<file path="config.mk">
export PLATFORM = sky130hd
export DESIGN_NAME = one_hot_monitor_flat
export DESIGN_NICKNAME = d
export VERILOG_FILES = /design/src/rtl/one_hot_mon_pkg.sv /design/src/rtl/one_hot_monitor_if.sv /design/src/rtl/one_hot_classify.sv /design/src/rtl/one_hot_monitor.sv /design/src/flat_wrapper.sv
export SDC_FILE = /design/constraint.sdc
export NUM_CORES = 1
export LEC_CHECK = 0
export CORE_MARGIN = 10
export CORE_UTILIZATION = 35
export CTS_CLUSTER_DIAMETER = 120
export DETAILED_ROUTE_END_ITERATION = 10
export PLACE_DENSITY_LB_ADDON = 0.15
export SYNTH_ARGS = -nofsm -noshare
export SYNTH_HDL_FRONTEND = slang
export SYNTH_SLANG_ARGS = --single-unit
</file>
<file path="constraint.sdc">
create_clock -name clk -period 2.55 [get_ports clk]
set_input_delay 0.3825 -clock clk [delete_from_list [all_inputs] [get_ports clk]]
set_output_delay 0.3825 -clock clk [all_outputs]
set_load 0.1 [all_outputs]
</file>
<file path="src/rtl/one_hot_mon_pkg.sv">
`default_nettype none
// ============================================================================
// one_hot_mon_pkg : mode encodings and run-counter width helper
// Revision 1.0
// ============================================================================
package one_hot_mon_pkg;

   localparam logic [1:0] MODE_STRICT   = 2'd0;
   localparam logic [1:0] MODE_ZERO_OK  = 2'd1;
   localparam logic [1:0] MODE_ONE_COLD = 2'd2;

   function automatic int run_w(input int thresh);
      return $clog2(thresh + 1);
   endfunction

endpackage
`default_nettype wire

</file>
<file path="src/rtl/one_hot_monitor_if.sv">
`default_nettype none
// ============================================================================
// one_hot_monitor_if : sample/control inputs and status outputs of the monitor
// Revision 1.0  (hot_idx present when ONE_HOT_MON_INDEX_EN is defined)
// ============================================================================
interface one_hot_monitor_if #(
   parameter int N     = 8,
   parameter int CNT_W = 8
);
   logic             en;
   logic             clr;
   logic [1:0]       mode;
   logic [N-1:0]     sig_in;
   logic             one_hot;
   logic             zero_det;
   logic             multi_det;
   logic             err_sticky;
   logic [CNT_W-1:0] err_cnt;
   logic             alarm;
`ifdef ONE_HOT_MON_INDEX_EN
   logic [$clog2(N)-1:0] hot_idx;
`endif

   modport master (
      output en, clr, mode, sig_in,
      input  one_hot, zero_det, multi_det, err_sticky, err_cnt, alarm
`ifdef ONE_HOT_MON_INDEX_EN
      , input hot_idx
`endif
   );

   modport slave (
      input  en, clr, mode, sig_in,
      output one_hot, zero_det, multi_det, err_sticky, err_cnt, alarm
`ifdef ONE_HOT_MON_INDEX_EN
      , output hot_idx
`endif
   );
endinterface
`default_nettype wire

</file>
<file path="src/rtl/one_hot_classify.sv">
`default_nettype none
// ============================================================================
// one_hot_classify : combinational zero / one / multi classification by bit fold
// Revision 1.0  (index output when ONE_HOT_MON_INDEX_EN is defined)
// ============================================================================
module one_hot_classify #(
   parameter int N = 8
) (
   input  wire logic [N-1:0] i_v,
`ifdef ONE_HOT_MON_INDEX_EN
   output logic [$clog2(N)-1:0] o_idx,
`endif
   output logic              o_is_zero,
   output logic              o_is_one,
   output logic              o_is_multi
);
   localparam int IDX_W = $clog2(N);

   logic             w_seen;
   logic             w_multi;
   logic [IDX_W-1:0] w_idx;

   // OR-folding indices is only meaningful when exactly one bit is set
   always_comb begin
      w_seen  = 1'b0;
      w_multi = 1'b0;
      w_idx   = '0;
      for (int i = 0; i < N; i++) begin
         w_multi = w_multi | (w_seen & i_v[i]);
         w_seen  = w_seen | i_v[i];
         w_idx   = w_idx | (i_v[i] ? IDX_W'(i) : '0);
      end
   end

   assign o_is_zero  = ~w_seen;
   assign o_is_one   = w_seen & ~w_multi;
   assign o_is_multi = w_multi;

`ifdef ONE_HOT_MON_INDEX_EN
   assign o_idx = w_idx;
`else
   logic w_unused_idx;
   assign w_unused_idx = ^w_idx;
`endif
endmodule
`default_nettype wire

</file>
<file path="src/rtl/one_hot_monitor.sv">
`default_nettype none
// ============================================================================
// one_hot_monitor : registered one-hot legality monitor with sticky error,
//                   saturating violation counter and consecutive-run alarm
// Revision 1.0  (optional hot_idx via ONE_HOT_MON_INDEX_EN)
// ============================================================================
module one_hot_monitor
   import one_hot_mon_pkg::*;
#(
   parameter int N      = 8,
   parameter int CNT_W  = 8,
   parameter int THRESH = 3
) (
   input wire logic      clk,
   input wire logic      rst_n,
   one_hot_monitor_if.slave bus
);
   localparam int RUN_W = run_w(THRESH);
   localparam int IDX_W = $clog2(N);

   logic [N-1:0]     w_v;
   logic             w_is_zero;
   logic             w_is_one;
   logic             w_is_multi;
   logic [IDX_W-1:0] w_idx;
   logic             w_legal;
   logic             w_viol;
   logic [RUN_W-1:0] w_run_next;

   logic             r_one_hot;
   logic             r_zero_det;
   logic             r_multi_det;
   logic             r_err_sticky;
   logic [CNT_W-1:0] r_err_cnt;
   logic             r_alarm;
   logic [RUN_W-1:0] r_run;
   logic [IDX_W-1:0] r_hot_idx;

   assign w_v = (bus.mode == MODE_ONE_COLD) ? ~bus.sig_in : bus.sig_in;

   one_hot_classify #(.N(N)) u_classify (
      .i_v        (w_v),
`ifdef ONE_HOT_MON_INDEX_EN
      .o_idx      (w_idx),
`endif
      .o_is_zero  (w_is_zero),
      .o_is_one   (w_is_one),
      .o_is_multi (w_is_multi)
   );

`ifndef ONE_HOT_MON_INDEX_EN
   assign w_idx = '0;
`endif

   assign w_legal = (bus.mode == MODE_ZERO_OK) ? (w_is_zero | w_is_one) : w_is_one;
   assign w_viol  = bus.en & ~w_legal;

   // clr dominates a coincident violation; idle cycles hold the run
   always_comb begin
      w_run_next = r_run;
      if (bus.clr)
         w_run_next = '0;
      else if (w_viol)
         w_run_next = (r_run >= RUN_W'(THRESH)) ? r_run : r_run + 1'b1;
      else if (bus.en)
         w_run_next = '0;
   end

   always_ff @(posedge clk or negedge rst_n) begin
      if (!rst_n) begin
         r_one_hot    <= 1'b0;
         r_zero_det   <= 1'b0;
         r_multi_det  <= 1'b0;
         r_hot_idx    <= '0;
         r_err_sticky <= 1'b0;
         r_err_cnt    <= '0;
         r_run        <= '0;
         r_alarm      <= 1'b0;
      end else begin
         r_one_hot   <= bus.en & w_legal;
         r_zero_det  <= bus.en & w_is_zero;
         r_multi_det <= bus.en & w_is_multi;
         r_hot_idx   <= (bus.en & w_is_one & w_legal) ? w_idx : '0;
         r_run       <= w_run_next;
         r_alarm     <= (w_run_next >= RUN_W'(THRESH));
         if (bus.clr) begin
            r_err_sticky <= 1'b0;
            r_err_cnt    <= '0;
         end else if (w_viol) begin
            r_err_sticky <= 1'b1;
            r_err_cnt    <= (&r_err_cnt) ? r_err_cnt : r_err_cnt + 1'b1;
         end
      end
   end

   assign bus.one_hot    = r_one_hot;
   assign bus.zero_det   = r_zero_det;
   assign bus.multi_det  = r_multi_det;
   assign bus.err_sticky = r_err_sticky;
   assign bus.err_cnt    = r_err_cnt;
   assign bus.alarm      = r_alarm;
`ifdef ONE_HOT_MON_INDEX_EN
   assign bus.hot_idx    = r_hot_idx;
`else
   logic w_unused_idx;
   assign w_unused_idx = ^r_hot_idx;
`endif
endmodule
`default_nettype wire
</file>
<file path="src/flat_wrapper.sv">
// flat-port wrapper written by rule: the top's interface ports become plain ports
module one_hot_monitor_flat import one_hot_mon_pkg::*;
#(
   parameter int N      = 8,
   parameter int CNT_W  = 8,
   parameter int THRESH = 3
)
  (clk, rst_n, bus_en, bus_clr, bus_mode, bus_sig_in, bus_one_hot, bus_zero_det, bus_multi_det, bus_err_sticky, bus_err_cnt, bus_alarm);
  one_hot_monitor_if #(.N(N), .CNT_W(CNT_W)) bus_i ();
  input wire logic clk;
  input wire logic rst_n;
  input wire logic [$bits(bus_i.en)-1:0] bus_en;
  input wire logic [$bits(bus_i.clr)-1:0] bus_clr;
  input wire logic [$bits(bus_i.mode)-1:0] bus_mode;
  input wire logic [$bits(bus_i.sig_in)-1:0] bus_sig_in;
  output wire logic [$bits(bus_i.one_hot)-1:0] bus_one_hot;
  output wire logic [$bits(bus_i.zero_det)-1:0] bus_zero_det;
  output wire logic [$bits(bus_i.multi_det)-1:0] bus_multi_det;
  output wire logic [$bits(bus_i.err_sticky)-1:0] bus_err_sticky;
  output wire logic [$bits(bus_i.err_cnt)-1:0] bus_err_cnt;
  output wire logic [$bits(bus_i.alarm)-1:0] bus_alarm;
  assign bus_i.en = bus_en;
  assign bus_i.clr = bus_clr;
  assign bus_i.mode = bus_mode;
  assign bus_i.sig_in = bus_sig_in;
  assign bus_one_hot = bus_i.one_hot;
  assign bus_zero_det = bus_i.zero_det;
  assign bus_multi_det = bus_i.multi_det;
  assign bus_err_sticky = bus_i.err_sticky;
  assign bus_err_cnt = bus_i.err_cnt;
  assign bus_alarm = bus_i.alarm;
  one_hot_monitor #(.N(N), .CNT_W(CNT_W), .THRESH(THRESH)) u_core (.clk(clk), .rst_n(rst_n), .bus(bus_i));
endmodule
</file>
==> results.sh, run 1 <==
export IMPL_status="finished, final reports clean"
export IMPL_synthSimpleGateAreaFrac_pct=26.5
export IMPL_cp_start_kind="input pin"
export IMPL_r2r_cells=8
export IMPL_clk_pin_slew_ps=100
export IMPL_cts_buffers=3
export IMPL_yosys_warnings=0
export IMPL_clock_root_buffer="clkbuf_4"
export IMPL_drtAntennaViolNets=0
export IMPL_synth_nets=110
export IMPL_viasPerCell=5.48
export IMPL_num_fill_cells=248
export IMPL_slew_violations=0
export IMPL_wl_met2_um=1140
export IMPL_hold_class="input pin to asynchronous set/reset pin"
export IMPL_grt_ovfl_total=0
export IMPL_synth_fa_ha_area_share_pct=3.60
export IMPL_htree_levels=1
export IMPL_synth_compound_area_share_pct=23.4
export IMPL_grt_pass1_wl_um=4240
export IMPL_cts_sinks=15
export IMPL_rsz0062_at_grt="no"
export IMPL_fin_nets=156
export IMPL_dieArea_sq_um=5010
export IMPL_max_freq_mhz=405
export IMPL_first_pass_iters=6
export IMPL_fin_crit_ps=2470
export IMPL_max_cap_violations=0
export IMPL_worstSkewPairLatency_ps=290
export IMPL_wirelength_um=2420
export IMPL_critPathCaptureType="register"
export IMPL_ys_seq_area_share_pct=41.6
export IMPL_die_height_um=70.8
export IMPL_crit_type="input pin to register"
export IMPL_synthCells=95
export IMPL_finalPower_uw=595
export IMPL_dp_cells=164
export IMPL_synth_top_family_by_area="simple AND/OR/NAND/NOR gates"
export IMPL_vias=931
export IMPL_wl_met3_um=135
export IMPL_critical_path_required_ps=2760
export IMPL_wire_per_inst_um=14.2
export IMPL_coreArea_sq_um=2480
export IMPL_avgSynthCellArea_sq_um=9.51
export IMPL_fin_cells=170
export IMPL_clk_path_buf_depth=2
export IMPL_fin_worst_skew_ps=6.26
export IMPL_finalHoldViolCount=0
export IMPL_row_count=18
export IMPL_cts_tree="yes"
export IMPL_r2r_slack_ps=370
export IMPL_dp_slack_ps=-499
export IMPL_die_x_um=70.8
export IMPL_place_congestion=0.761
export IMPL_synth_ff_latch_count=15
export IMPL_synthMuxAreaShare_pct=1.11
export IMPL_crit_fanout=3
export IMPL_routed_top_layer="met3"
export IMPL_fin_ws_ps=82.4
export IMPL_synthXorXnorAreaFrac_pct=0.970
export IMPL_finalCritPeriodShare_pct=96.8
export IMPL_antenna_found_initial=0
export IMPL_synth_area_sq_um=903
export IMPL_grt_max_degree=16
export IMPL_initialDrtViolationCount=62
export IMPL_ios=27
export IMPL_final_util_pct=54.8
export IMPL_drc=0
export IMPL_p_leak_uw=0.000587
export IMPL_p_per_area_nw_per_um2=439
export IMPL_setup_violations=0
export IMPL_antenna_cells=0
export IMPL_post_route_cells_drive_above_1_share_pct=39.3
export IMPL_grtUsageTotal_pct=9.59
export IMPL_portBuffers=26
export IMPL_tightest_slew_ps=681
export IMPL_synthDistinctLibCells=40
export IMPL_slew_limit_headroom_pct=54.5
export IMPL_syn_to_final_growth_pct=50.3
export IMPL_timing_hold_ws_ps=499
export IMPL_hpwl_um=1890
export IMPL_wl_met1_um=1150
export IMPL_first_global_vias=936
export IMPL_peakVddDrop_uv=308
export IMPL_crit_arrival_ps=2680
export IMPL_initial_core_util_pct=36.5
-- cells in the final DEF, fill, tap and decap left out, types with 3 or more instances in the layout --
master	synthesis	routed
o21ai_0	4	4
a21oi_2	1	3
nand3_1	3	3
inv_1	3	3
or3_1	4	3
or4_4	2	4
nand4_1	3	3
clkdlybuf4s50_1	0	8
clkbuf_4	0	3
nor3_1	3	3
buf_4	0	28
a21oi_1	12	9
nor2_1	8	8
dfrtp_1	15	13
-- sequential cells by signal (all words and copies together), names as in the netlist --
register,cells
u_core.bus.err_cnt,8
u_core.r_run,2
u_core.bus.alarm,1
u_core.bus.err_sticky,1
u_core.bus.multi_det,1
u_core.bus.one_hot,1
u_core.bus.zero_det,1
-- Yosys cell counts, drive strengths merged --
master,number,area [sq um]
a211oi,1,12.5
a21oi,13,68.8
xor2,1,8.76
nor2,8,30.0
nand4,3,18.8
or4,4,37.5
a311oi,1,15.0
mux2i,1,10.0
a31oi,2,12.5
nand3,3,15.0
nand2,2,7.51
inv,3,11.3
a211o,2,18.8
a32oi,1,8.76
a32o,1,10.0
o21ai,4,20.0
o31ai,2,15.0
and3b,1,8.76
nand2b,2,12.5
maj3,2,20.0
a22oi,1,7.51
buf,1,11.3
ha,1,12.5
and3,2,13.8
or3,6,40.0
clkbuf,1,3.75
and2,2,13.8
and4,1,10.0
o211ai,2,15.0
a21boi,1,7.51
and4b,1,10.0
nor3,3,15.0
dfrtp,15,375
nor2b,1,6.26
-- cell families (layout without fill, tap and decap cells) --
family / Yosys count / in the layout
buffers and inverters: 5 / 50
xor gates and xnor gates: 1 / 1
muxes: 1 / 1
AOI/OAI and AO/OA: 31 / 31
DFF: 15 / 15
and+or+nand+nor: 39 / 39
adders and majority gates: 3 / 3
-- per-stage QoR --
step | setup TNS [ps] | area [sq um]
final | 0 | 1360
after global routing | 0 | 1360
after CTS | 0 | 1330
after detailed placement | -4450 | 1270
after global placement | -3950 | 1270
after floorplan | 0 | 906
-- power breakdown --
part / internal [uW] / switching (uW) / leakage [uW]
clock network: 58.3 / 80.6 / 0.0000177
logic: 74.6 / 124 / 0.000369
registers: 249 / 8.86 / 0.000200
-- area by class of cell --
type / count / area, sq um / area share (%)
inverters: 3 / 11.3 / 0.829
clock buffers: 3 / 22.5 / 1.66
clock inverters: 1 / 5.00 / 0.369
flip-flops and latches: 15 / 378 / 27.8
well taps: 30 / 37.5 / 2.76
repair buffers: 43 / 358 / 26.4
multi-input cells: 75 / 546 / 40.2
-- layer usage --
metal | vias to the layer above | GRT usage, %
li1 | 457 | -
met4 | 0 | 0.645
met3 | 0 | 3.91
met2 | 23 | 15.1
met1 | 451 | 12.4
met5 | - | 0
-- worst paths after layout --
check                                                          to                         startpoint
min in group clk                u_core.bus.err_sticky$_DFFE_PN0P_  u_core.bus.err_sticky$_DFFE_PN0P_
worst min register to register  u_core.bus.err_sticky$_DFFE_PN0P_  u_core.bus.err_sticky$_DFFE_PN0P_
worst min-delay path                    u_core.r_run[0]$_DFF_PN0_                              rst_n
max in group asynchronous       u_core.bus.err_cnt[1]$_DFFE_PN0P_                              rst_n
worst max-delay path            u_core.bus.err_cnt[7]$_DFFE_PN0P_                      bus_sig_in[3]
worst max register to register  u_core.bus.err_cnt[7]$_DFFE_PN0P_  u_core.bus.err_cnt[0]$_DFFE_PN0P_
-- critical path, cell delays in order --
cell	delay [ps]
clkdlybuf4s15_1	180
or4_4	550
or4_4	560
a21oi_4	170
a211oi_4	70
buf_6	130
or4_4	500
a21oi_2	130
-- what timing repair did --
item / 4_1_cts / 5_1_grt
setup endpoints to repair: 8 / 3
buffers inserted: 2 / 1
resized for setup: 11 / 9
pin swaps: 8 / 7
hold buffers: 0 / 0
Power figures use the tool's default switching activity.
==> inputs of run 2 (changes only) <==
--- a/config.mk
+++ b/config.mk
@@ -5,6 +5,7 @@
 export SDC_FILE = /design/constraint.sdc
 export NUM_CORES = 1
 export LEC_CHECK = 0
+export CAP_MARGIN = 0
 export CORE_MARGIN = 10
 export CORE_UTILIZATION = 35
 export CTS_CLUSTER_DIAMETER = 120
==> results of run 2 <==
Final layout, timing and power as in run 1 (identical DEF).
==> inputs of run 3 (changes only) <==
--- a/config.mk
+++ b/config.mk
@@ -10,7 +10,9 @@
 export CORE_UTILIZATION = 35
 export CTS_CLUSTER_DIAMETER = 120
 export DETAILED_ROUTE_END_ITERATION = 10
+export HOLD_SLACK_MARGIN = 0.12
 export PLACE_DENSITY_LB_ADDON = 0.15
+export REMOVE_ABC_BUFFERS = 1
 export SYNTH_ARGS = -nofsm -noshare
 export SYNTH_HDL_FRONTEND = slang
 export SYNTH_SLANG_ARGS = --single-unit
==> results.sh, run 3 (synthesis gave the netlist of run 1 again) <==
export IMPL_status="finished, final reports clean"
export IMPL_die_height_um=70.8
export IMPL_initial_core_util_pct=36.5
export IMPL_peakVddDrop_uv=294
export IMPL_dp_cells=168
export IMPL_largest_reg_flops=8
export IMPL_cpMaxStageDelayCell="clkdlybuf4s50_1"
export IMPL_clk_path_buf_depth=2
export IMPL_initialDrtViolationCount=53
export IMPL_setup_violations=0
export IMPL_p_leak_uw=0.000620
export IMPL_final_cell_mix="30 x buf_4, 15 x dfrtp_1, 12 x a21oi_1, 8 x nor2_1, 8 x clkdlybuf4s50_1"
export IMPL_wirelength_um=2510
export IMPL_finalHoldViolCount=0
export IMPL_coreArea_sq_um=2480
export IMPL_rsz0062_at_grt="no"
export IMPL_fin_nets=158
export IMPL_ios=27
export IMPL_viasPerCell=5.42
export IMPL_cts_buffers=3
export IMPL_grt_pass1_wl_um=4490
export IMPL_grt_ovfl_total=0
export IMPL_clock_root_buffer="clkbuf_4"
export IMPL_critical_path_required_ps=2720
export IMPL_grt_max_degree=16
export IMPL_max_cap_violations=0
export IMPL_critPathCaptureType="register"
export IMPL_cp_start_kind="input pin"
export IMPL_finalCritPeriodShare_pct=95.3
export IMPL_path_delay_family="compound AO/OA/AOI/OAI gates"
export IMPL_portBuffers=26
export IMPL_fin_crit_ps=2430
export IMPL_htree_levels=1
export IMPL_fin_worst_skew_ps=0.552
export IMPL_dieArea_sq_um=5010
export IMPL_post_route_cells_drive_above_1_share_pct=35.2
export IMPL_cts_sinks=15
export IMPL_drc=0
export IMPL_crit_arrival_ps=2600
export IMPL_post_cts_setup_buffers=0
export IMPL_vias=933
export IMPL_first_pass_iters=4
export IMPL_final_common_cell="buf_4"
export IMPL_hold_class="register to register"
export IMPL_fin_cells=172
export IMPL_crit_type="input pin to register"
export IMPL_grtUsageTotal_pct=10.5
export IMPL_slew_limit_headroom_pct=53.0
export IMPL_slew_violations=0
export IMPL_first_global_vias=1007
export IMPL_wire_per_inst_um=14.6
export IMPL_cts_tree="yes"
export IMPL_timing_critical_path_buf_inv=3
export IMPL_critical_path_max_stage_delay_ps=420
export IMPL_path_cells="clkdlybuf4s50_1 > buf_4 > maj3_1 > a211o_2 > a32o_2 > a211oi_4 > buf_6 > mux2i_1 > nor2_1"
export IMPL_syn_to_final_growth_pct=51.9
export IMPL_finalSetupTns_ps=0
export IMPL_drtAntennaViolNets=0
export IMPL_die_x_um=70.8
export IMPL_crit_fanout=5
export IMPL_clk_pin_slew_ps=90
export IMPL_antenna_cells=0
export IMPL_worstSkewPairLatency_ps=290
export IMPL_place_congestion=0.840
export IMPL_tightest_slew_ps=702
export IMPL_row_count=18
export IMPL_p_per_area_nw_per_um2=436
export IMPL_finalPower_uw=599
export IMPL_max_freq_mhz=412
export IMPL_antenna_found_initial=0
export IMPL_hpwl_um=1900
==> run 3: stage by stage <==
step	utilization [%]	instance area [sq um]	worst slack [ps]	hold WS [ps]
finish	55.4	1370	121	503
global route	55.4	1370	5.28	558
CTS	54.9	1360	14.8	511
detailed placement	52.3	1300	-460	490
global placement	52.3	1300	-440	484
floorplan	-	888	-168	86.9
==> run 3: worst paths after layout <==
kind	from	end	slack (ps)	cells after the start
worst max register to register	u_core.bus.err_cnt[0]$_DFFE_PN0P_	u_core.bus.err_cnt[1]$_DFFE_PN0P_	420	8
worst min register to register	u_core.bus.err_sticky$_DFFE_PN0P_	u_core.bus.err_sticky$_DFFE_PN0P_	500	2
max in group asynchronous	rst_n	u_core.r_run[1]$_DFF_PN0_	1600	1
worst max-delay path	bus_sig_in[4]	u_core.bus.err_cnt[1]$_DFFE_PN0P_	120	9
worst min-delay path	u_core.bus.err_sticky$_DFFE_PN0P_	u_core.bus.err_sticky$_DFFE_PN0P_	500	2
min in group asynchronous	rst_n	u_core.bus.zero_det$_DFF_PN0_	510	1
==> run 3: repair_timing <==
item,CTS,global route
pin swaps,11,5
resized for setup,8,8
hold buffers,0,0
cloned,0,0
setup endpoints to repair,11,10
==> run 3: where the power goes <==
group	internal [uW]	leakage, uW	switching, uW
clock	60.9	0.0000150	79.2
sequential	248	0.000203	9.52
combinational	75.6	0.000402	125
==> run 3: per-layer routing <==
metal  vias up  global-route usage (%)  wire length [um]
li1        463                       -                 -
met1       448                    12.0              1130
met2        18                    17.4              1210
met3         4                    4.04               130
met4         0                    3.44                34
met5         -                       0                 0
==> run 3: final cells by class <==
type                    instances  area (sq um)
multi-input cells              75           539
fillers                       252          1100
inverters                       3          11.3
clock buffers                   4          26.3
well taps                      30          37.5
repair buffers                 45           383
flip-flops and latches         15           375
==> run 3: tightest hold or removal path: stages (launching register included) <==
cell	delay, ps
dfrtp_1	350
nor2_1	50
nor2_1	70
